--- config.mk ---
export PLATFORM = sky130hd
export DESIGN_NAME = dsp48a1_biquad_seq_flat
export DESIGN_NICKNAME = d
export VERILOG_FILES = /design/src/rtl/dsp48a1_biquad_seq_if.sv /design/src/rtl/dsp48a1_biquad_seq.sv /design/src/flat_wrapper.sv
export SDC_FILE = /design/constraint.sdc
export NUM_CORES = 1
export LEC_CHECK = 0
export ABC_CLOCK_PERIOD_IN_PS = 9400
export CORE_UTILIZATION = 50
export DETAILED_ROUTE_END_ITERATION = 6
export GPL_TIMING_DRIVEN = 0
export MAX_ROUTING_LAYER = met4
export PLACE_DENSITY = 0.8
export RECOVER_POWER = 100
export SYNTH_ARGS = -nofsm -noshare
export SYNTH_HDL_FRONTEND = slang
export SYNTH_SLANG_ARGS = --single-unit
export TNS_END_PERCENT = 10
--- constraint.sdc ---
create_clock -name clk -period 9.4 [get_ports clk]
set_input_delay 2.35 -clock clk [delete_from_list [all_inputs] [get_ports clk]]
set_output_delay 2.35 -clock clk [all_outputs]
set_load 0.01 [all_outputs]
--- src/rtl/dsp48a1_biquad_seq_if.sv ---
// Operand/opmode/result port set between the biquad sequencer and a DSP48A1 wrapper.
// The master drives operands and opmode; the slave returns the accumulator.
interface dsp48a1_biquad_seq_if;
    logic [1:0]  dsp_opmode_x;
    logic [1:0]  dsp_opmode_z;
    logic        dsp_use_preadd;
    logic        dsp_preadd_sub;
    logic        dsp_cryin;
    logic        dsp_postadd_sub;
    logic [17:0] dsp_ain;
    logic [17:0] dsp_bin;
    logic [47:0] dsp_pout;

    modport master (
        output dsp_opmode_x, dsp_opmode_z, dsp_use_preadd, dsp_preadd_sub,
               dsp_cryin, dsp_postadd_sub, dsp_ain, dsp_bin,
        input  dsp_pout
    );

    modport slave (
        input  dsp_opmode_x, dsp_opmode_z, dsp_use_preadd, dsp_preadd_sub,
               dsp_cryin, dsp_postadd_sub, dsp_ain, dsp_bin,
        output dsp_pout
    );
endinterface

--- src/rtl/dsp48a1_biquad_seq.sv ---
// Direct-form-I biquad sequencer: issues five MACs per sample to a DSP48A1 and
// scales/clamps the accumulated result.
//   state  | meaning
//   IDLE   | ready for x[n], DSP inputs zeroed
//   MAC    | one MAC per cycle, step 0..4 (b0 x, b1 x1, b2 x2, -a1 y1, -a2 y2)
//   WAIT   | down-count DSP_LAT cycles until the last product reaches dsp_pout
//   OUT    | result pulse cycle, history already updated
module dsp48a1_biquad_seq #(
    parameter int COEF_FRAC = 16,
    parameter int DSP_LAT   = 3
) (
    input  logic                clk,
    input  logic                reset,
    input  logic                clear_i,
    input  logic signed [17:0]  sample_in_i,
    input  logic                sample_in_valid_i,
    output logic                sample_in_ready_o,
    input  logic signed [17:0]  coef_b0_i,
    input  logic signed [17:0]  coef_b1_i,
    input  logic signed [17:0]  coef_b2_i,
    input  logic signed [17:0]  coef_a1_i,
    input  logic signed [17:0]  coef_a2_i,
    output logic signed [17:0]  sample_out_o,
    output logic                sample_out_valid_o,
    output logic                sample_out_sat_o,
    dsp48a1_biquad_seq_if.master dsp
);
    localparam int CW = (DSP_LAT < 2) ? 1 : $clog2(DSP_LAT + 1);

    localparam logic [1:0] S_IDLE = 2'd0;
    localparam logic [1:0] S_MAC  = 2'd1;
    localparam logic [1:0] S_WAIT = 2'd2;
    localparam logic [1:0] S_OUT  = 2'd3;

    logic [1:0]         state_q, state_d;
    logic [2:0]         step_q, step_d;
    logic [CW-1:0]      cnt_q, cnt_d;
    logic signed [17:0] x_q, x_d, b0_q, b0_d, b1_q, b1_d, b2_q, b2_d, a1_q, a1_d, a2_q, a2_d;
    logic signed [17:0] x1_q, x1_d, x2_q, x2_d, y1_q, y1_d, y2_q, y2_d;
    logic signed [17:0] out_q, out_d;
    logic               out_valid_q, out_valid_d, sat_q, sat_d, ready_q, ready_d;
    logic [1:0]         opx_q, opx_d, opz_q, opz_d;
    logic               sub_q, sub_d;
    logic [17:0]        ain_q, ain_d, bin_q, bin_d;

    logic signed [47:0] p_shift;
    logic signed [17:0] y_clamped;
    logic               y_sat;

    // Truncating arithmetic scale back to sample units, then clamp to 18 bits.
    always_comb begin
        p_shift   = $signed(dsp.dsp_pout) >>> COEF_FRAC;
        y_clamped = p_shift[17:0];
        y_sat     = 1'b0;
        if (p_shift > 48'sd131071) begin
            y_clamped = 18'sd131071;
            y_sat     = 1'b1;
        end else if (p_shift < -48'sd131072) begin
            y_clamped = -18'sd131072;
            y_sat     = 1'b1;
        end
    end

    always_comb begin
        state_d     = state_q;
        step_d      = step_q;
        cnt_d       = cnt_q;
        x_d  = x_q;  b0_d = b0_q; b1_d = b1_q; b2_d = b2_q; a1_d = a1_q; a2_d = a2_q;
        x1_d = x1_q; x2_d = x2_q; y1_d = y1_q; y2_d = y2_q;
        out_d       = out_q;
        sat_d       = sat_q;
        out_valid_d = 1'b0;
        ready_d     = ready_q;
        opx_d       = 2'b00;
        opz_d       = 2'b00;
        sub_d       = 1'b0;
        ain_d       = '0;
        bin_d       = '0;

        case (state_q)
            S_IDLE: begin
                if (sample_in_valid_i && ready_q) begin
                    x_d  = sample_in_i;
                    b0_d = coef_b0_i; b1_d = coef_b1_i; b2_d = coef_b2_i;
                    a1_d = coef_a1_i; a2_d = coef_a2_i;
                    state_d = S_MAC;
                    step_d  = 3'd0;
                    ready_d = 1'b0;
                    opx_d   = 2'b01;
                    ain_d   = coef_b0_i;
                    bin_d   = sample_in_i;
                end
            end
            S_MAC: begin
                if (step_q == 3'd4) begin
                    state_d = S_WAIT;
                    cnt_d   = CW'(DSP_LAT);
                end else begin
                    step_d = step_q + 3'd1;
                    opx_d  = 2'b01;
                    opz_d  = 2'b10;
                    case (step_q)
                        3'd0:    begin ain_d = b1_q; bin_d = x1_q; end
                        3'd1:    begin ain_d = b2_q; bin_d = x2_q; end
                        3'd2:    begin ain_d = a1_q; bin_d = y1_q; sub_d = 1'b1; end
                        default: begin ain_d = a2_q; bin_d = y2_q; sub_d = 1'b1; end
                    endcase
                end
            end
            S_WAIT: begin
                if (cnt_q == CW'(1)) begin
                    out_d       = y_clamped;
                    sat_d       = y_sat;
                    out_valid_d = 1'b1;
                    x2_d = x1_q; x1_d = x_q;
                    y2_d = y1_q; y1_d = y_clamped;
                    state_d = S_OUT;
                end else begin
                    cnt_d = cnt_q - CW'(1);
                end
            end
            default: begin
                state_d = S_IDLE;
                ready_d = 1'b1;
            end
        endcase

        // Clear wins over everything, including a same-cycle accept.
        if (clear_i) begin
            state_d     = S_IDLE;
            step_d      = 3'd0;
            cnt_d       = '0;
            x1_d = '0; x2_d = '0; y1_d = '0; y2_d = '0;
            out_d       = out_q;
            sat_d       = sat_q;
            out_valid_d = 1'b0;
            ready_d     = 1'b1;
            opx_d       = 2'b00;
            opz_d       = 2'b00;
            sub_d       = 1'b0;
            ain_d       = '0;
            bin_d       = '0;
        end
    end

    always_ff @(posedge clk or posedge reset) begin
        if (reset) begin
            state_q     <= S_IDLE;
            step_q      <= '0;
            cnt_q       <= '0;
            x_q  <= '0; b0_q <= '0; b1_q <= '0; b2_q <= '0; a1_q <= '0; a2_q <= '0;
            x1_q <= '0; x2_q <= '0; y1_q <= '0; y2_q <= '0;
            out_q       <= '0;
            sat_q       <= 1'b0;
            out_valid_q <= 1'b0;
            ready_q     <= 1'b1;
            opx_q       <= '0;
            opz_q       <= '0;
            sub_q       <= 1'b0;
            ain_q       <= '0;
            bin_q       <= '0;
        end else begin
            state_q     <= state_d;
            step_q      <= step_d;
            cnt_q       <= cnt_d;
            x_q  <= x_d;  b0_q <= b0_d; b1_q <= b1_d; b2_q <= b2_d; a1_q <= a1_d; a2_q <= a2_d;
            x1_q <= x1_d; x2_q <= x2_d; y1_q <= y1_d; y2_q <= y2_d;
            out_q       <= out_d;
            sat_q       <= sat_d;
            out_valid_q <= out_valid_d;
            ready_q     <= ready_d;
            opx_q       <= opx_d;
            opz_q       <= opz_d;
            sub_q       <= sub_d;
            ain_q       <= ain_d;
            bin_q       <= bin_d;
        end
    end

    assign sample_in_ready_o   = ready_q;
    assign sample_out_o        = out_q;
    assign sample_out_valid_o  = out_valid_q;
    assign sample_out_sat_o    = sat_q;
    assign dsp.dsp_opmode_x    = opx_q;
    assign dsp.dsp_opmode_z    = opz_q;
    assign dsp.dsp_postadd_sub = sub_q;
    assign dsp.dsp_ain         = ain_q;
    assign dsp.dsp_bin         = bin_q;
    assign dsp.dsp_use_preadd  = 1'b0;
    assign dsp.dsp_preadd_sub  = 1'b0;
    assign dsp.dsp_cryin       = 1'b0;
endmodule

--- src/flat_wrapper.sv ---
// flat-port wrapper written by rule: the top's interface ports become plain ports
module dsp48a1_biquad_seq_flat 
#(
    parameter int COEF_FRAC = 16,
    parameter int DSP_LAT   = 3
)
  (clk, reset, clear_i, sample_in_i, sample_in_valid_i, sample_in_ready_o, coef_b0_i, coef_b1_i, coef_b2_i, coef_a1_i, coef_a2_i, sample_out_o, sample_out_valid_o, sample_out_sat_o, dsp_dsp_opmode_x, dsp_dsp_opmode_z, dsp_dsp_use_preadd, dsp_dsp_preadd_sub, dsp_dsp_cryin, dsp_dsp_postadd_sub, dsp_dsp_ain, dsp_dsp_bin, dsp_dsp_pout);
  dsp48a1_biquad_seq_if dsp_i ();
  input  logic clk;
  input  logic reset;
  input  logic clear_i;
  input  logic signed [17:0] sample_in_i;
  input  logic sample_in_valid_i;
  output logic sample_in_ready_o;
  input  logic signed [17:0] coef_b0_i;
  input  logic signed [17:0] coef_b1_i;
  input  logic signed [17:0] coef_b2_i;
  input  logic signed [17:0] coef_a1_i;
  input  logic signed [17:0] coef_a2_i;
  output logic signed [17:0] sample_out_o;
  output logic sample_out_valid_o;
  output logic sample_out_sat_o;
  output wire logic [$bits(dsp_i.dsp_opmode_x)-1:0] dsp_dsp_opmode_x;
  output wire logic [$bits(dsp_i.dsp_opmode_z)-1:0] dsp_dsp_opmode_z;
  output wire logic [$bits(dsp_i.dsp_use_preadd)-1:0] dsp_dsp_use_preadd;
  output wire logic [$bits(dsp_i.dsp_preadd_sub)-1:0] dsp_dsp_preadd_sub;
  output wire logic [$bits(dsp_i.dsp_cryin)-1:0] dsp_dsp_cryin;
  output wire logic [$bits(dsp_i.dsp_postadd_sub)-1:0] dsp_dsp_postadd_sub;
  output wire logic [$bits(dsp_i.dsp_ain)-1:0] dsp_dsp_ain;
  output wire logic [$bits(dsp_i.dsp_bin)-1:0] dsp_dsp_bin;
  input wire logic [$bits(dsp_i.dsp_pout)-1:0] dsp_dsp_pout;
  assign dsp_dsp_opmode_x = dsp_i.dsp_opmode_x;
  assign dsp_dsp_opmode_z = dsp_i.dsp_opmode_z;
  assign dsp_dsp_use_preadd = dsp_i.dsp_use_preadd;
  assign dsp_dsp_preadd_sub = dsp_i.dsp_preadd_sub;
  assign dsp_dsp_cryin = dsp_i.dsp_cryin;
  assign dsp_dsp_postadd_sub = dsp_i.dsp_postadd_sub;
  assign dsp_dsp_ain = dsp_i.dsp_ain;
  assign dsp_dsp_bin = dsp_i.dsp_bin;
  assign dsp_i.dsp_pout = dsp_dsp_pout;
  dsp48a1_biquad_seq #(.COEF_FRAC(COEF_FRAC), .DSP_LAT(DSP_LAT)) u_core (.clk(clk), .reset(reset), .clear_i(clear_i), .sample_in_i(sample_in_i), .sample_in_valid_i(sample_in_valid_i), .sample_in_ready_o(sample_in_ready_o), .coef_b0_i(coef_b0_i), .coef_b1_i(coef_b1_i), .coef_b2_i(coef_b2_i), .coef_a1_i(coef_a1_i), .coef_a2_i(coef_a2_i), .sample_out_o(sample_out_o), .sample_out_valid_o(sample_out_valid_o), .sample_out_sat_o(sample_out_sat_o), .dsp(dsp_i));
endmodule
==> metrics.txt, run 1 <==
min cycle time layout=between 4 and 5 ns; hold crit path type=flip-flop to flip-flop; reg-to-reg slack, setup=between 6 and 7 ns; largest net degree at the start of global routing=130; worst slew pin tran=~1.1 ns; reg2reg path depth=7; synth-to-layout area growth=31.95%; via count=7916; global placer's final weighted congestion=a little over 0.8; Die H=about 140 um; switch share=between 30% and 40%; Fin Clk Skew=roughly 0.0095 ns; TritonCTS buffer count=23; CTS H-tree lvls=1; Vias/cell=~5.7; pwr dens=between 200 and 300 nW/um2; FMAX=~0.23 GHz; Clock Power Share=between 20% and 30%; Arr. time, crit path=between 4 and 5 ns; CTS tree=yes; CP max FO=10; # IOs=~230; Synth async-reset ratio=100.0%; Max Cap Viol=0; clock sinks=around 230; Worst Setup End Kind=flip-flop; PnR Total Power=about 0.0032 W; clk slew on worst S/H paths=~0.06 ns; Die ar.=slightly below 20000 um2; Hold Crit Depth=2; DR WL/cell=~19 um; Post-synth EDFFs=0; final worst path period share=between 40% and 50%; Initial DRC Count=approximately 850; Gate Count Post-Synth=between 800 and 900; Seq cells post-synth=229; Non-Filler Instances=around 1400; WL met1=11.63 mm; Post-Syn Area=~9500 um2; required time of the critical path=9.79 ns; leak pwr=about 6 nW; Pins Over Slew Limit=0; Comb pwr share=~30%; grt total ovfl=0; P_sw=about 0.0011 W; Post-CTS Resized=0; Unique masters post-synth=51; worst hold path startpoint=u_core.sample_out_o[17]; DRC Markers=0; met3 wire length=between 2 and 2.5 mm; Port Buf Inserts=just over 200; global-route usage over all layers=roughly 28%; Peak supply drop=149.0 uV; unrepaired setup endpoints after global routing=false; CORE AREA=18710 um2; DRT Pass-1 Iters=5; Cell Rows=50; vias in the first global route=roughly 7800; nets=between 1000 and 1500; R2R Path Start=u_core.state_q[0]; initial antenna violation count=0; width of the die=between 100 and 150 um; first-pass GRT wire length=between 40 and 50 mm; Crit Path Category=primary input to flip-flop; Antenna Violating Nets Remaining=0; Seq pwr share=a little over two fifths; Max transition margin=23.23%; RR Endpoint=u_core.y1_q[15]; Yosys warnings=0; status=complete, no violations; final core utilization=roughly two thirds; Hold Buf Count CTS=0; worst skew pair latency=~0.51 ns; P_int=about 0.0022 W; Met2 Wirelength=12.35 mm; Hold Path End=u_core.sample_out_o[17]; # setup viols final=0; Final Hold Fails=0; ratio of cells with drive above 1 in the final layout=under 10%; sequential share of the synthesized area=between 60% and 70%; routed wire length=~27 mm; clk buf depth=3; root buffer cell=clkbuf_16; Starting Density=roughly 51%; placed cells=between 1000 and 1500; Setup Fix Bufs, Post-CTS=0; crit start category=primary input; mean post-synth cell area=10.60 um2; Max Used Layer=met4; n_diodes=0; top_reg_cell synth=dfrtp_1; post-DP HPWL=approximately 19 mm
[critical path: stages]
cell and delay, ns:
dlygate4sd3_1 0.61, or4_1 0.55, nor4_1 0.23, a311oi_1 0.34, clkbuf_1 0.32, a221o_1 0.33
[per-layer routing]
metal	up-vias	GRT usage [%]
met1	3852	39.70
met3	46	4.923
met2	375	43.05
met5	-	-
met4	0	7.577
li1	3643	-
[cells in the mapped netlist, types with 8 or more instances]
master	instances	share of area (%)
o41ai_1	11	1.0
dfrtp_1	228	60
a21oi_1	16	0.84
inv_1	13	0.51
o21ai_0	24	1.3
nand2_1	306	12
a22o_1	79	7.3
o22ai_1	8	0.53
ha_1	8	1.1
a31o_2	11	1.0
clkbuf_1	51	2.0
a221oi_1	25	2.3
a22oi_1	11	0.87
buf_2	11	0.58
a221o_1	29	3.1
[layout make-up]
type                            instances  area, um2
Inverter                               13      56.30
Clock buffer                           33      663.1
Tap cell                              234      292.8
Fill cell                            1410       6148
Multi-Input combinational cell        585       3378
Timing Repair Buffer                  203       2049
Sequential cell                       229       5732
Buffer                                 75      312.8
Clock inverter                          8      72.57
[cells by family after synthesis]
group	Yosys count	share of synthesized area (%)
simple gates	333	13.91
compound gates	236	20.42
flops	229	60.23
buf+inv	88	4.049
fa+ha+maj	8	1.052
mux	2	0.2104
other cells	1	0.03940
xor+xnor	1	0.09205
[layout by cell type, fill, tap and decap left out, drive strengths merged, types with 3 or more instances in the layout]
| cell type | count |
|---|---|
| o41ai | 11 |
| nand3 | 4 |
| nor2b | 3 |
| nor2 | 5 |
| nand4 | 4 |
| dlygate4sd3 | 63 |
| clkdlybuf4s50 | 139 |
| buf | 17 |
| a22o | 79 |
| a221o | 34 |
| conb | 5 |
| o22ai | 8 |
| clkbuf | 92 |
| dfrtp | 228 |
| nand2 | 306 |
| a21oi | 17 |
| nor4 | 3 |
| clkinv | 6 |
| inv | 14 |
| ha | 8 |
| a22oi | 11 |
| a31o | 11 |
| a221oi | 25 |
| o21ai | 25 |
[power by group through the flow]
stage	clock (W)	combinational, W	sequential, W
final	0.000894	0.000951	0.00140
after detailed placement	0	0.000964	0.00141
after global placement	0	0.000937	0.00140
after CTS	0.000902	0.000975	0.00140
after global routing	0.000941	0.00105	0.00143
after floorplan	0	0.000537	0.00141
[state kept, by name (all words and copies together), names as in the netlist, 3 cells and up]
signal and count:
u_core.sample_out_o 18, u_core.dsp.dsp_ain 18, u_core.y2_q 18, u_core.b2_q 18, u_core.step_q 3, u_core.x1_q 18, u_core.y1_q 18, u_core.dsp.dsp_bin 18
u_core.a1_q 18, u_core.a2_q 18, u_core.x_q 18, u_core.b1_q 18, u_core.x2_q 18
[worst max-delay path by stage]
stage | start | to | slack (ns) | cells past startpoint
final | dsp_dsp_pout[47] | u_core.sample_out_o[9] | 5.05 | 6
after global routing | dsp_dsp_pout[47] | u_core.sample_out_o[8] | 4.94 | 6
after CTS | sample_in_valid_i | u_core.dsp.dsp_bin[16] | 5.36 | 6
after detailed placement | sample_in_valid_i | u_core.dsp.dsp_bin[0] | 4.86 | 6
after global placement | reset | u_core.b1_q[8] | -1.85 | 2
after floorplan | reset | u_core.a1_q[0] | 0.78 | 1
[metrics by stage]
step	setup slack (ns)	hold slack [ns]	setup TNS (ns)	instance area, um2
global placement	-1.853	0.4576	-419.13	11850
detailed placement	4.857	0.4629	0	11880
floorplan	0.7754	0.4457	0	9532
global route	4.939	0.4958	0	12560
finish	5.054	0.4726	0	12560
CTS	5.362	0.4779	0	12620
Power figures use the tool's default switching activity.
==> inputs of run 2 (changes only) <==
Settings changed: ABC_CLOCK_PERIOD_IN_PS 9400 to 4300.
Clock period 9.4 ns to 4.3 ns, I/O delays scaled along.
==> metrics.txt, run 2 (synthesized netlist as in run 1, its figures left out) <==
Max Cap Viol=0 (unchanged); clk slew on worst S/H paths=0.06 ns (about the same); Worst Setup End Kind=flip-flop; unrepaired setup endpoints after global routing=false; commonest non-fill, non-tap cells in the layout=nand2_1 (306), dfrtp_1 (228), clkdlybuf4s50_1 (140); hold crit path type=flip-flop to flip-flop; final worst path period share=74.89%; pwr dens=564.3 nW/um2 (+120%); Arr. time, crit path=3.63 ns (-1.11 ns); worst slew pin tran=1.185 ns (+0.04133 ns); PnR Total Power=0.007146 W (+120%); Post-DP Area=11970 um2 (+0.75%); CORE AREA=18710 um2 (unchanged); worst skew pair latency=0.51 ns (about the same); Final Hold Fails=0 (unchanged); largest net degree at the start of global routing=45 (-65%); required time of the critical path=4.71 ns (-5.08 ns); CTS H-tree lvls=1 (unchanged); Pins Over Slew Limit=0 (unchanged); Die H=140.0 um (unchanged); Port Buf Inserts=202 (unchanged); vias in the first global route=8096 (+3.5%); hold_ws=0.4751 ns (+0.002518 ns); grt total ovfl=0 (unchanged); min cycle time layout=around 3.2 ns; width of the die=140.0 um (unchanged); leak pwr=6.037 nW (+0.48%); Fin Clk Skew=0.01188 ns (+0.002345 ns); n_diodes=0 (unchanged); Peak supply drop=320.0 uV (+110%); final instance area=12660 um2 (+0.84%); Vias/cell=5.801 (+1.1%); Crit Path Category=flip-flop to flip-flop; # setup viols final=0 (unchanged); CP max FO=10 (unchanged); CTS tree=yes; Hold Buf Count CTS=0 (unchanged); global-route usage over all layers=28.93% (+0.56 points); Cell Rows=50 (unchanged); DR WL/cell=19.68 um (+2.1%); via count=8028 (+1.4%); Initial DRC Count=718 (-16%); setup tns final=0 ns (unchanged); synth-to-layout area growth=33.05%; DRC Markers=0 (unchanged); ratio of cells with drive above 1 in the final layout=6.870% (+0.41 points); # IOs=225 (unchanged); dpl ws=1.042 ns (-3.815 ns); initial antenna violation count=0 (unchanged); Die ar.=19590 um2 (unchanged); crit start category=flip-flop; Setup Fix Bufs, Post-CTS=0 (unchanged); commonest non-fill, non-tap cell in the layout=nand2_1; Max transition margin=20.28% (-2.9 points); Post-CTS Resized=0 (unchanged); Final WS setup=1.080 ns (-3.975 ns); Antenna Violating Nets Remaining=0 (unchanged); clock sinks=229 (unchanged); TritonCTS buffer count=22 (-4.3%); Starting Density=50.88% (unchanged); routed wire length=27.24 mm (+2.4%); post-DP HPWL=19.83 mm (+4.8%); status=complete, no violations; DRT Pass-1 Iters=7 (+2); root buffer cell=clkbuf_16; nets=1302 (+0.31%); global placer's final weighted congestion=0.8490 (+2.4%); clk buf depth=3 (unchanged); FMAX=around 0.31 GHz; first-pass GRT wire length=42.66 mm (+1.4%)
run 2: changes by cell type in the layout (fill, tap and decap cells not counted), sizes merged:
cell / before / now
dlygate4sd3: 63 / 62
inv: 14 / 13
clkinv: 6 / 4
clkinvlp: 0 / 2
clkbuf: 92 / 91
clkdlybuf4s50: 139 / 140
bufinv: 1 / 2
buf: 17 / 22
run 2: layer usage:
| metal | track usage (%) | vias up | part of all wire (%) |
|---|---|---|---|
| met4 | 9.485 | 0 | 2.7 |
| met2 | 44.87 | 372 | 47 |
| met1 | 39.06 | 3960 | 43 |
| li1 | - | 3643 | - |
| met3 | 4.821 | 53 | 7.0 |
| met5 | - | - | 0 |
run 2: per-stage QoR:
step | util (%) | cells
after floorplan | - | 902
after global placement | 63.35 | 1338
after detailed placement | 63.99 | 1344
after CTS | 67.95 | 1384
after global routing | 67.69 | 1384
final | 67.69 | 1384
run 2: path summary, 6_finish.rpt:
check	start	endpoint	slack, ns	cells past startpoint
max	u_core.state_q[1]	u_core.dsp.dsp_postadd_sub	1.08	8
min	u_core.x_q[7]	u_core.x_q[7]	0.48	2
max reg2reg	u_core.state_q[1]	u_core.dsp.dsp_postadd_sub	1.08	8
min reg2reg	u_core.x_q[7]	u_core.x_q[7]	0.48	2
max in group asynchronous	reset	u_core.x_q[11]	2.02	5
min in group asynchronous	reset	u_core.dsp.dsp_ain[6]	1.14	2
run 2: power by group:
group	internal, W	leakage (nW)	total (W)	switching, W
Combinational	0.000889	2.66	0.00208	0.00120
Clock	0.00116	0.361	0.00198	0.000825
Sequential	0.00274	3.02	0.00308	0.000333
run 2: cell type report:
class                           instances  area (um2)
Sequential cell                       229        5732
Multi-Input combinational cell        585        3393
Inverter                               13       50.05
Timing Repair Buffer                  208        2142
Tap cell                              234       292.8
Clock buffer                           32       639.4
Buffer                                 75       312.8
Clock inverter                          8       100.1
Fill cell                            1393        6043
run 2: worst max-delay path, stage by stage (launching register included):
cell and delay, ns:
dfrtp_1 0.40, inv_1 0.11, ha_1 0.16, clkbuf_1 0.31, a21boi_0 0.98, nand2_1 0.26, clkbuf_1 0.31, clkbuf_1 0.33
nor3_1 0.27
